## src/rtl/wb_pkg.sv

```systemverilog
// Shared constants, load-type encodings and grant-source enum for the writeback unit.
package wb_pkg;

  localparam int XLEN         = 32;
  localparam int NREGS        = 32;
  localparam int AW           = $clog2(NREGS);
  localparam int STARVE_LIMIT = 2;
  localparam int CW           = $clog2(STARVE_LIMIT + 1);

  localparam logic [2:0] LD_LB  = 3'b000;
  localparam logic [2:0] LD_LH  = 3'b001;
  localparam logic [2:0] LD_LW  = 3'b010;
  localparam logic [2:0] LD_LBU = 3'b100;
  localparam logic [2:0] LD_LHU = 3'b101;

  typedef enum logic [1:0] {
    SRC_NONE,
    SRC_ALU,
    SRC_LD
  } grant_src_e;

endpackage

```

## src/rtl/writeback_unit_load_formatter.sv

```systemverilog
// Combinational load data formatter: extracts byte/half/word from the aligned memory word,
// applies sign/zero extension and flags misaligned or unsupported load types.
module load_formatter
  import wb_pkg::*;
(
  input  logic [2:0]      funct3,
  input  logic [1:0]      byte_off,
  input  logic [XLEN-1:0] word,
  output logic [XLEN-1:0] data,
  output logic            misalign
);

  logic [7:0]  sel_byte;
  logic [15:0] sel_half;

  always_comb begin
    sel_byte = word[{byte_off, 3'b000} +: 8];
    sel_half = word[{byte_off[1], 4'b0000} +: 16];
    data     = '0;
    misalign = 1'b0;
    case (funct3)
      LD_LB:  data = {{(XLEN-8){sel_byte[7]}}, sel_byte};
      LD_LBU: data = {{(XLEN-8){1'b0}}, sel_byte};
      LD_LH: begin
        data     = {{(XLEN-16){sel_half[15]}}, sel_half};
        misalign = byte_off[0];
      end
      LD_LHU: begin
        data     = {{(XLEN-16){1'b0}}, sel_half};
        misalign = byte_off[0];
      end
      LD_LW: begin
        data     = word;
        misalign = |byte_off;
      end
      default: misalign = 1'b1;
    endcase
  end

endmodule

```

## src/rtl/writeback_unit.sv

```systemverilog
// Register-file write front end: arbitrates ALU and load results onto one registered write port.
// Optional pending-destination scoreboard is enabled by defining WB_SCOREBOARD_EN.
module writeback_unit
  import wb_pkg::*;
(
  input  logic            clk,
  input  logic            reset,
  input  logic            alu_valid,
  output logic            alu_ready,
  input  logic [AW-1:0]   alu_rd,
  input  logic [XLEN-1:0] alu_data,
  input  logic            ld_valid,
  output logic            ld_ready,
  input  logic [AW-1:0]   ld_rd,
  input  logic [2:0]      ld_funct3,
  input  logic [1:0]      ld_byte_off,
  input  logic [XLEN-1:0] ld_word,
  output logic            rf_we,
  output logic [AW-1:0]   rf_addr,
  output logic [XLEN-1:0] rf_data,
  output logic            ld_misalign,
  input  logic            issue_valid,
  input  logic [AW-1:0]   issue_rd,
  input  logic [AW-1:0]   query_rs1,
  input  logic [AW-1:0]   query_rs2,
  output logic            busy_rs1,
  output logic            busy_rs2
);

  grant_src_e      grant;
  logic [CW-1:0]   starve_cnt;
  logic [XLEN-1:0] ld_data;
  logic            ld_bad;
  logic            wb_commit;

  load_formatter u_fmt (
    .funct3   (ld_funct3),
    .byte_off (ld_byte_off),
    .word     (ld_word),
    .data     (ld_data),
    .misalign (ld_bad)
  );

  // Loads win contention until the ALU has waited STARVE_LIMIT load grants; nothing is taken in reset.
  always_comb begin
    grant = SRC_NONE;
    if (!reset) begin
      if (ld_valid && !(alu_valid && (starve_cnt == CW'(STARVE_LIMIT))))
        grant = SRC_LD;
      else if (alu_valid)
        grant = SRC_ALU;
    end
  end

  assign alu_ready = (grant == SRC_ALU);
  assign ld_ready  = (grant == SRC_LD);

  always_ff @(posedge clk) begin
    if (reset)
      starve_cnt <= '0;
    else if ((grant == SRC_LD) && alu_valid)
      starve_cnt <= starve_cnt + 1'b1;
    else
      starve_cnt <= '0;
  end

  // wb_commit marks every accepted result, including suppressed x0 and misaligned writes.
  always_ff @(posedge clk) begin
    if (reset) begin
      rf_we       <= 1'b0;
      rf_addr     <= '0;
      rf_data     <= '0;
      ld_misalign <= 1'b0;
      wb_commit   <= 1'b0;
    end else begin
      rf_we       <= 1'b0;
      ld_misalign <= 1'b0;
      wb_commit   <= 1'b0;
      case (grant)
        SRC_ALU: begin
          rf_we     <= (alu_rd != '0);
          rf_addr   <= alu_rd;
          rf_data   <= alu_data;
          wb_commit <= 1'b1;
        end
        SRC_LD: begin
          rf_we       <= (ld_rd != '0) && !ld_bad;
          rf_addr     <= ld_rd;
          rf_data     <= ld_data;
          ld_misalign <= ld_bad;
          wb_commit   <= 1'b1;
        end
        default: ;
      endcase
    end
  end

`ifdef WB_SCOREBOARD_EN
  logic [NREGS-1:0] pending;

  // The issue set is applied after the commit clear so a same-register collision stays pending.
  always_ff @(posedge clk) begin
    if (reset) begin
      pending <= '0;
    end else begin
      if (wb_commit)
        pending[rf_addr] <= 1'b0;
      if (issue_valid && (issue_rd != '0))
        pending[issue_rd] <= 1'b1;
    end
  end

  assign busy_rs1 = pending[query_rs1];
  assign busy_rs2 = pending[query_rs2];
`else
  logic unused_sb;
  assign unused_sb = ^{issue_valid, issue_rd, query_rs1, query_rs2, wb_commit};
  assign busy_rs1  = 1'b0;
  assign busy_rs2  = 1'b0;
`endif

endmodule

```

## config.mk

```make
export PLATFORM = sky130hd
export DESIGN_NAME = writeback_unit
export DESIGN_NICKNAME = d
export VERILOG_FILES = /design/src/rtl/wb_pkg.sv /design/src/rtl/writeback_unit_load_formatter.sv /design/src/rtl/writeback_unit.sv
export SDC_FILE = /design/constraint.sdc
export NUM_CORES = 1
export LEC_CHECK = 0
export CAP_MARGIN = 30
export CORE_MARGIN = 10
export CORE_UTILIZATION = 57
export DETAILED_ROUTE_END_ITERATION = 6
export DONT_BUFFER_PORTS = 1
export PLACE_DENSITY = 0.74
export SYNTH_ARGS = -nofsm -noshare
export SYNTH_HDL_FRONTEND = slang
export SYNTH_SLANG_ARGS = --single-unit
```

## constraint.sdc

```tcl
create_clock -name clk -period 2.6 [get_ports clk]
set_input_delay 0.78 -clock clk [delete_from_list [all_inputs] [get_ports clk]]
set_output_delay 0.78 -clock clk [all_outputs]
set_load 0.05 [all_outputs]
```

After elaboration in Yosys (flattened, before gate mapping). Index checks and enable logic that the tools add are counted.

Flip-flop bits (word level): 41. Output and inout bits: 43. Word-level logic and storage cells: 40.

$add $sub $neg: 1. Equal/unequal tests: 7. Shift operators: 2. Muxes and demuxes: 8. Bitwise operators: 2. Reduce and logical (&&, ||, !) cells: 15.

Operator list (number): case mux 32 bit (5 select lines) (1); case mux 32 bit (2 select lines) (1); indexed part select 32 x 6 -> 16 bit (1); indexed part select 32 x 6 -> 8 bit (1); case mux 5 bit (2 select lines) (1); nonzero test 5 bit (2); OR reduction 2 bit (5); equality test 3 bit, second input constant (2); equality test 2 bit, second input constant (2); logical AND 1 bit (4); 2-to-1 mux 2 bit (2); equality test 3 x 1 -> 1 bit, second input constant (1); equality test 3 x 2 -> 1 bit, second input constant (1); logical NOT 3 bit (1); case mux 1 bit (3 select lines) (1); adder 2 x 1 -> 2 bit, second input constant (1); equality test 2 x 1 -> 1 bit, second input constant (1); logical NOT 1 bit (2); inverter 1 bit (2); case mux 1 bit (2 select lines) (1); nonzero test 2 bit (1); 2-to-1 mux 1 bit (1).

Depth between registers and ports, before layout.
Depth in word-level cells: 10. Gate-level depth with buffers: 10. Depth with buffers taken out: 9.

Hierarchy. Synthesis repeated with hierarchy kept, for this count alone.

Cells, all modules: 287. Area total of the unflattened synthesis: 2866.5 µm².

By module, submodules not included: writeback_unit (instances 1, cells each 191, area an instance 2162.1 µm²); load_formatter (instances 1, cells each 96, area an instance 704.4 µm²).

Worst setup path after synthesis. Ideal clock, no wire load.

Kind: input port to flip-flop. Start point: in reset. End point: reg rf_data[13]. Setup time: 144 ps. Data arrival time: 2752 ps. Required time: 2456 ps. Setup slack: -296 ps. Stages on the path: 8. Buffers on the path: 2. Path through: clkbuf_1 > a211o_1 > inv_1 > ha_1 > clkbuf_1 > nor2b_1 > a2111oi_0 > a2111oi_0.

Word-level cells in the longest chain between the ends: 3.

Ends and longest elaborated chain: from (decl) (line writeback_unit.sv:7) `input logic reset,`; 2-to-1 mux 2 bit * (line writeback_unit.sv:47) `if (!reset) begin`; equality test 2 bit *; net ld_ready (line writeback_unit.sv:13) `output logic ld_ready,`; case mux 32 bit (2 select lines) / nonzero test 2 bit (equally long branches); to (signal assigned) (line writeback_unit.sv:83) `rf_data <= alu_data;`; to (signal assigned) (line writeback_unit.sv:89) `rf_data <= ld_data;`; to (decl) (line writeback_unit.sv:20) `output logic [XLEN-1:0] rf_data,`.

Mark *: on every way through the listed nets, which the timed path passes. The rest lies on a longest branch. A chain may end at the register's enable or synchronous reset.

Final worst setup path.
Start point: reg starve_cnt[0]. End point: out ld_ready.

Word-level cells in the longest chain between the ends: 7.

Ends and longest elaborated chain: from (decl) (line writeback_unit.sv:31) `logic [CW-1:0] starve_cnt;`; from (signal assigned) (line writeback_unit.sv:62) `starve_cnt <= starve_cnt + 1'b1;`; equality test 2 bit (line writeback_unit.sv:48) `if (ld_valid && !(alu_valid && (starve_cnt == CW'(STARVE_LIMIT))))`; logical AND 1 bit (line writeback_unit.sv:48); logical NOT 1 bit (line writeback_unit.sv:48); logical AND 1 bit (line writeback_unit.sv:48); 2-to-1 mux 2 bit (line writeback_unit.sv:48); 2-to-1 mux 2 bit (line writeback_unit.sv:47); equality test 2 bit (line writeback_unit.sv:56) `assign ld_ready = (grant == SRC_LD);`; to (decl) (line writeback_unit.sv:13).

Every way passes these cells.

==> flow_summary.toml <==
[outcome]
status = "completed"

[clock_tree]
clk_pin_slew_worst_paths_ps = 80
cts_made_buffers = 5
cts_num_sinks = 41
cts_tree = "yes"
root_buffer = "clkbuf_8"
h-tree-depth = 2
insertion_delay_ps = 290
clock_path_buffers = 2
post-cts-setup-buffers = 0

[layout]
drive_gt1_frac = 0.09254
fillers = 406
final_common_cell = "a21oi_1"
multi_input_area_mm2 = 0.001558
area_delta_synth_final_pct = 7.729
mostFrequentLayoutCells = "a21oi_1, dfxtp_1, inv_1, a21o_1, nor2_1"
antenna_cells = 0
final-seq-area_um2 = 820.8
nNetsFinal = 436

[placed_design]
port_buffers = 0
dpl.hpwl_mm = 6.373
gp_congestion = 0.7872

[synth]
synth_ff_type = "dfxtp_1"
synth_cell_types = 40
yosysSeqAreaShare = 0.3110
synth-async-reset-ratio = 0
synth_edf_count = 0
ys_ff_latch = 41
yosysWarnings = 0
syn_area_per_cell_um2 = 7.671
syn_inst = 344
syn_area_mm2 = 0.002639

[timing]
finalWorstPathRequiredPeriod_ps = 2489
setup_viol = 0
period_share = 0.9571
hold_viol = 0
finalClockSkew_ps = 7.333
maxSlewViolCount = 0
worstMarginPinSlew_ps = 693.2
fmax_ghz = 0.4018
setup_tns_ps = 0
rsz0062_at_grt = "no"
max_slew_margin = 0.5366

[hold_path]
min-delay-path-class = "flop to flop"

[floorplan]
rows = 24
dieArea_mm2 = 0.007751
die_x_um = 88.04
die_h_um = 88.04
coreArea_mm2 = 0.004414
io_pins = 142
start_util = 0.5978

[power_and_ir_drop]
pwr-share-clk = 0.309
power_leakage_nw = 1.103
combPwrFrac = 0.176
p_sw_w = 0.0006284
p_int_w = 0.001136
powerDensity_mw_per_mm2 = 620.6
ir_drop_mv = 0.3198
pwr-share-seq = 0.515
switching_share = 0.3562
p_total_w = 0.001764

[drt]
vias_per_cell = 6.432
drc_errors = 0
first_pass_iters = 4
drt_iter0_markers = 125
top_layer_used = "met4"
wl_met3_mm = 1.284
met1_length_mm = 3.181
dr_wl_met2_mm = 3.837
wl_mm = 8.476
ant_nets = 0
vias = 2489
routedWlPerCell_um = 21.90

[worst_setup_path]
rr_worst_depth = 10
r2r-start = "starve_cnt[0]$_SDFF_PP0_"
cp_slowest_stage_delay_ps = 350
crit_path_end = "ld_ready"
arrival_ps = 1710
reg2reg_setup_slack_ps = 340
crit_path_start = "starve_cnt[0]$_SDFF_PP0_"
end_kind = "output pin"
start_kind = "flop"
path_max_fanout = 9
critPathKind = "flop to output pin"
required_ps = 1820
crit_path_top_delay_cell = "dfxtp_1"
crit_top_cell = "inv_1"
path_cells = "inv_1 -> ha_1 -> a211o_1 -> inv_1 -> ha_4 -> buf_12"
r2r_end = "rf_data[12]$_SDFFE_PP0P_"

[global_routing]
grt_pass1_vias = 2472
antenna_found_initial = 0
overflow = 0
grt_usage = 0.2113
grt_max_degree = 42
grt_pass1_wl_mm = 13.11

[run]
maxCapViolCount = 0
==> flip-flops by register name, indices dropped and copies added (netlist names) <==
signal / cells
rf_data: 32
rf_addr: 5
starve_cnt: 2
ld_misalign: 1
rf_we: 1
==> power groups by stage <==
| stage | sequential (W) | combinational, W | clock, W |
|---|---|---|---|
| 2_1_floorplan | 0.000909 | 0.000264 | 0 |
| 3_3_place_gp | 0.000924 | 0.000301 | 0 |
| 3_5_place_dp | 0.000925 | 0.000308 | 0 |
| 4_1_cts | 0.000910 | 0.000310 | 0.000550 |
| 5_1_grt | 0.000916 | 0.000352 | 0.000569 |
| 6_report | 0.000908 | 0.000311 | 0.000545 |
==> worst max-delay path: cells and delay by family (launching register included) <==
family | cells | cell delay, ps
fa+ha+maj | 2 | 430
flops | 1 | 350
buf+inv | 3 | 320
compound gates | 1 | 310
==> worst min-delay path by stage <==
stage          cells past startpoint                        to  slack (ps)                startpoint
4_1_cts                            1  starve_cnt[0]$_SDFF_PP0_         450  starve_cnt[0]$_SDFF_PP0_
3_3_place_gp                       1  starve_cnt[0]$_SDFF_PP0_         400  starve_cnt[0]$_SDFF_PP0_
2_1_floorplan                      1  starve_cnt[0]$_SDFF_PP0_         390  starve_cnt[0]$_SDFF_PP0_
3_5_place_dp                       1  starve_cnt[0]$_SDFF_PP0_         440  starve_cnt[0]$_SDFF_PP0_
6_report                           1  starve_cnt[0]$_SDFF_PP0_         450  starve_cnt[0]$_SDFF_PP0_
5_1_grt                            1  starve_cnt[0]$_SDFF_PP0_         460  starve_cnt[0]$_SDFF_PP0_
==> layout make-up <==
class / count / area share
multi-input combinational: 236 / 0.5480
sequential: 41 / 0.2887
inverter: 38 / 0.05018
timing repair buffer: 12 / 0.04930
clock buffer: 7 / 0.03037
tap: 52 / 0.02289
clock inverter: 1 / 0.01056
==> synth_stat cells, drive strengths merged, types with 2 or more instances <==
cell type,count,area share
a2111oi,18,0.062
mux2,5,0.021
nand2b,4,0.0095
nor2b,11,0.026
and3,6,0.014
ha,3,0.014
buf,9,0.021
nor3,12,0.023
a21o,21,0.060
a21oi,56,0.11
nand3,3,0.0057
clkbuf,21,0.030
a221oi,12,0.040
nor2,20,0.028
mux2i,13,0.049
dfxtp,41,0.31
inv,38,0.054
a211oi,2,0.0057
o2bb2ai,5,0.017
nand2,11,0.016
o21ai,20,0.038
==> metal layers <==
layer  vias to the layer above  track usage
met5                         -            0
met4                         0      0.07133
met3                        13       0.1049
li1                       1223            -
met1                      1141       0.2478
met2                       112       0.3287
==> cells by family after synthesis <==
group	synth area share
flip-flops	0.3110
other	0.001421
buffers and inverters	0.1048
adder cells (fa/ha/maj)	0.01423
AND/OR/NAND/NOR	0.1437
multiplexers	0.07918
AO/OA/AOI/OAI	0.3457
==> stage by stage <==
stage                     hold slack, ps  cell area [µm²]    util  instances  worst slack (ps)
after global routing               460.4             2843  0.6440        387             31.87
final                              445.0             2843  0.6440        387             111.4
after floorplan                    391.6             2656       -        345             102.7
after global placement             400.4             2726  0.6176        379             135.5
after detailed placement           435.9             2726  0.6176        379             67.83
after CTS                          447.4             2843  0.6440        387             69.71
==> what timing repair did <==
item | 4_1_cts | 5_1_grt
hold buffers | 0 | 0
gates resized for setup | 0 | 1
endpoints found under the setup margin | 0 | 2
No activity file was read; power rests on OpenSTA's default activity.
